--- src/rtl/word_entry.sv ---
// Five-letter word entry with a guessing phase: letters build the secret word, CONFIRM starts play.
// Optional build macro DUP_GUESS_FILTER_EN enables the used-letter register and dup_guess pulses.
module word_entry #(
    parameter logic [7:0] BKSP_CODE    = 8'h08,
    parameter logic [7:0] CONFIRM_CODE = 8'h0D
) (
    input  logic        clk,
    input  logic        nRst,
    input  logic        key_valid,
    input  logic [7:0]  key_data,
    input  logic        game_rdy,
    input  logic        red_busy,
    output logic [39:0] setWord,
    output logic        toggle_state,
    output logic [7:0]  guess,
    output logic [2:0]  word_len,
    output logic        key_err,
    output logic        dup_guess
);

    typedef enum logic [1:0] {ENTRY, ARMED, START, PLAY} state_t;

    state_t      state;
    logic        key_valid_q;
    logic [7:0]  key_data_q;
    logic        game_rdy_q;
    logic        red_busy_q;

    logic [7:0]  folded;
    logic        is_letter;
    logic        is_bksp;
    logic        is_confirm;
    logic [4:0]  letter_idx;

`ifdef DUP_GUESS_FILTER_EN
    logic [25:0] used_letters;
`endif

    // Replace one byte of the word; byte 0 sits in the most significant position.
    function automatic logic [39:0] put_byte(input logic [39:0] w, input logic [2:0] idx,
                                             input logic [7:0] b);
        logic [39:0] r;
        r = w;
        for (int i = 0; i < 5; i++) begin
            if (idx == 3'(i)) r[8*(4-i) +: 8] = b;
        end
        return r;
    endfunction

    always_comb begin
        folded = key_data_q;
        if (key_data_q >= 8'h61 && key_data_q <= 8'h7A) folded = key_data_q - 8'h20;
        is_letter  = (folded >= 8'h41) && (folded <= 8'h5A);
        is_bksp    = (key_data_q == BKSP_CODE);
        is_confirm = (key_data_q == CONFIRM_CODE);
        letter_idx = 5'(folded - 8'h41);
    end

    // Keys are captured one edge and acted on the next, so every response lands at edge N+1.
    always_ff @(posedge clk) begin
        if (nRst) begin
            state        <= ENTRY;
            key_valid_q  <= 1'b0;
            key_data_q   <= 8'h00;
            game_rdy_q   <= 1'b0;
            red_busy_q   <= 1'b0;
            setWord      <= 40'h0;
            guess        <= 8'h00;
            word_len     <= 3'd0;
            toggle_state <= 1'b0;
            key_err      <= 1'b0;
`ifdef DUP_GUESS_FILTER_EN
            dup_guess    <= 1'b0;
            used_letters <= 26'h0;
`endif
        end else begin
            key_valid_q  <= key_valid;
            key_data_q   <= key_data;
            game_rdy_q   <= game_rdy;
            red_busy_q   <= red_busy;
            toggle_state <= 1'b0;
            key_err      <= 1'b0;
`ifdef DUP_GUESS_FILTER_EN
            dup_guess    <= 1'b0;
`endif
            case (state)
                ENTRY: begin
                    if (key_valid_q) begin
                        if (is_bksp) begin
                            if (word_len == 3'd0) begin
                                key_err <= 1'b1;
                            end else begin
                                setWord  <= put_byte(setWord, word_len - 3'd1, 8'h00);
                                word_len <= word_len - 3'd1;
                            end
                        end else if (is_letter) begin
                            setWord  <= put_byte(setWord, word_len, folded);
                            word_len <= word_len + 3'd1;
                            if (word_len == 3'd4) state <= ARMED;
                        end else begin
                            key_err <= 1'b1;
                        end
                    end
                end
                ARMED: begin
                    if (key_valid_q) begin
                        if (is_bksp) begin
                            setWord  <= put_byte(setWord, 3'd4, 8'h00);
                            word_len <= 3'd4;
                            state    <= ENTRY;
                        end else if (is_confirm && game_rdy_q) begin
                            toggle_state <= 1'b1;
                            state        <= START;
                        end else begin
                            key_err <= 1'b1;
                        end
                    end
                end
                START: begin
                    state <= PLAY;
                end
                PLAY: begin
                    // BKSP and CONFIRM carry no meaning once the word is locked.
                    if (key_valid_q && !is_bksp && !is_confirm) begin
                        if (!is_letter || !game_rdy_q || red_busy_q) begin
                            key_err <= 1'b1;
`ifdef DUP_GUESS_FILTER_EN
                        end else if (used_letters[letter_idx]) begin
                            dup_guess <= 1'b1;
                        end else begin
                            guess                    <= folded;
                            used_letters[letter_idx] <= 1'b1;
`else
                        end else begin
                            guess <= folded;
`endif
                        end
                    end
                end
                default: state <= ENTRY;
            endcase
        end
    end

`ifndef DUP_GUESS_FILTER_EN
    assign dup_guess = 1'b0;
    logic unused_idx;
    assign unused_idx = ^letter_idx;
`endif

endmodule

--- config.mk ---
export PLATFORM = sky130hd
export DESIGN_NAME = word_entry
export DESIGN_NICKNAME = d
export VERILOG_FILES = /design/src/rtl/word_entry.sv
export SDC_FILE = /design/constraint.sdc
export NUM_CORES = 1
export LEC_CHECK = 0
export ABC_AREA = 1
export ABC_CLOCK_PERIOD_IN_PS = 4400
export BUFFER_PORTS_ARGS = -buffer_cell sky130_fd_sc_hd__buf_4
export CAP_MARGIN = 20
export CORE_MARGIN = 4
export CORE_UTILIZATION = 58
export CTS_CLUSTER_SIZE = 20
export DETAILED_ROUTE_END_ITERATION = 10
export PLACE_DENSITY = 0.82
export SETUP_SLACK_MARGIN = 0.05
export SLEW_MARGIN = 10
export SYNTH_ARGS = -nofsm -noshare
export SYNTH_HDL_FRONTEND = slang
export SYNTH_SLANG_ARGS = --single-unit
--- constraint.sdc ---
create_clock -name clk -period 4.4 [get_ports clk]
set_clock_uncertainty 0.05 [all_clocks]
set_input_delay 0.66 -clock clk [delete_from_list [all_inputs] [get_ports clk]]
set_output_delay 0.66 -clock clk [all_outputs]
set_load 0.01 [all_outputs]
==> impl_metrics.toml <==
[detailed_routing]
drc = 0
dr_total_vias = 2639
ant_nets = 0
wl_um = 7067
drt_iter0_markers = 143
wl_per_cell_um = 13.09
post_drt_via_cell_ratio = 4.887
first_pass_iters = 4

[critical_path]
path_max_fanout = 11
critPathLaunch = "key_data_q[2]"
timing.rr.start = "key_data_q[2]"
crit_path_start_kind = "flip-flop"
end_kind = "flip-flop"
arrival_ns = 2.38
worstSetupPathType = "reg -> reg"
crit_required_ns = 4.58

[global_routing]
grt_overflow = 0
grt_first_pass_wirelength_um = 11790
grt_pass1_vias = 2567
antenna_found_initial = 0
grt_max_degree = 43
grt_util_all_layers_pct = 23.45

[power]
p_int_mw = 0.9253
p_total_mw = 1.212
irDropWorstVdd_mv = 0.2069
pwr-share-seq_pct = 50.6
p_per_area_mw_per_mm2 = 320.0
clkPwrFrac_pct = 42.4
p_switching_mw = 0.2863
comb_power_share_pct = 7.0
swShare_pct = 23.63
p_leak_nw = 1.915

[sta]
holdWs_ns = 0.3937
finalCritPeriodShare_pct = 50.01
rsz0062_at_grt = "no"
setup_viol = 0
fin_crit_ns = 2.201
worst_pin_slew_ns = 0.6968
clock.fmax_ghz = 0.4544
maxSlewHeadroom_pct = 53.49
finalMaxSlewViolations = 0
tns_ns = 0
hold_viol = 0

[synthesis]
synth_edf_count = 0
synth_ff_type = "dfxtp_1"
yosys_warnings = 0
synthesis.nets = 431
synthAdderAreaFrac_pct = 6.507
synth_compound_area_share_pct = 10.45
synth_seq_area_share_pct = 42.94
netlist_area_mm2 = 0.003077
synth_simple_gate_area_share_pct = 28.55
syn_inst = 402
yosys.area_share.xor_xnor_pct = 0
synth_top_area_share_pct = 42.94
synth.area.mux_share_pct = 0.3253
avgSynthCellArea_um2 = 7.653
ys_seq_elements = 66
synth_area_leader_cell = "dfxtp_1"
yosysUniqueCellTypes = 39
synth-async-reset-ratio_pct = 0
synth_top_family_by_area = "simple AND/OR/NAND/NOR gates"
ys_top_cells_by_area = "dfxtp_1 (43%), nand2_1 (11%), inv_1 (7.6%), ha_1 (6.5%), nor2_1 (6.5%)"

[die]
core_area_mm2 = 0.005140
num_rows = 26
io_pins = 67
start_util_pct = 59.86
die_w_um = 80.84
die_h_um = 80.84
dieArea_mm2 = 0.006534

[clock_tree]
h-tree-depth = 3
clock_latency_ns = 0.33
ctsHoldBuffers = 0
cts.sinks = 66
ctsLongestPathBuffers = 2
numCtsBuffers = 9
cts-root-buf = "clkbuf_8"
cts_tree = "built"
cts_resized = 0
cts_setup_buffers = 0
clkTransAtPathRegs_ns = 0.07

[run_status]
outcome = "complete, no violations"

[finish]
n_antenna_cell = 0
syn_to_final_growth_pct = 23.06
final_common_cell = "nand2_1"
final_cell_mix = "nand2_1 (88), dfxtp_1 (66), buf_4 (65)"
layout.nets = 495
layout-drive-gt1-share_pct = 24.47

[place]
dpl.hpwl_um = 5109
port_buffers = 65
gp_congestion = 0.8648

[flow_run]
cap_violations = 0

[worst_hold_path]
hold_path.class = "reg -> reg"
hp-start = "setWord[21]"
[cells by family after synthesis]
group,Yosys count
compound gates,57
mux,1
other cells,1
buf+inv,84
fa+ha+maj,16
simple gates,177
flops,66
[metrics by stage]
step / util (%) / instance area (um^2) / cells / worst slack (ns)
after global routing: 73.66 / 3786 / 540 / 1.939
after CTS: 73.66 / 3786 / 540 / 2.209
after detailed placement: 69.72 / 3583 / 525 / 2.217
after global placement: 69.72 / 3583 / 525 / 2.299
final: 73.66 / 3786 / 540 / 2.199
after floorplan: - / 3077 / 402 / 2.502
[power by group through the flow]
stage,sequential [mW],clock (mW),combinational [mW]
floorplan,0.626,0,0.0602
CTS,0.613,0.526,0.0856
finish,0.613,0.514,0.0848
global route,0.614,0.548,0.0939
detailed placement,0.627,0,0.0850
global placement,0.627,0,0.0831
[cell type report]
type	count	area (um^2)
clock buffers	11	151.4
clock inverters	4	51.30
fillers	435	1354
inverters	72	272.8
multi-input cells	252	1414
flip-flops and latches	66	1321
well taps	70	87.58
repair buffers	65	488.0
[registers in the layout, indices dropped and copies added, names as in the netlist]
register,cells
game_rdy_q,1
guess,8
word_len,3
setWord,40
red_busy_q,1
state,2
toggle_state,1
key_data_q,8
key_err,1
key_valid_q,1
[critical path, stage by stage (launching register included)]
cell	delay (ns)
dfxtp_1	0.48
nor2_4	0.08
nand2_1	0.08
nand3_2	0.11
nand3_1	0.11
nand2_1	0.08
nor2_4	0.12
nand3_1	0.09
nor2_1	0.54
inv_1	0.17
nor2_1	0.13
nor2_1	0.05
[synthesized netlist by cell type (4+ instances only)]
cell,count
nand2_1,88
dfxtp_1,66
inv_1,62
nor2_1,53
a21oi_1,33
ha_1,16
inv_2,9
nand3_1,9
o21ai_1,8
o21ai_0,7
clkbuf_1,6
nor2_4,4
[metal layers]
metal	vias to the layer above	share of wire, %	track usage, %
met5	-	0	0
met4	0	2.1	9.459
met3	11	7.4	8.426
met2	79	48	38.18
met1	1190	43	28.07
li1	1359	-	-
[path summary, 6_finish.rpt]
kind	endpoint	slack, ns	depth (start not counted)
worst max register to register	guess[2]	2.20	11
worst min-delay path	setWord[21]	0.39	2
worst min register to register	setWord[21]	0.39	2
worst max-delay path	guess[2]	2.20	11
Note: power is estimated with default switching activity, not from simulation.
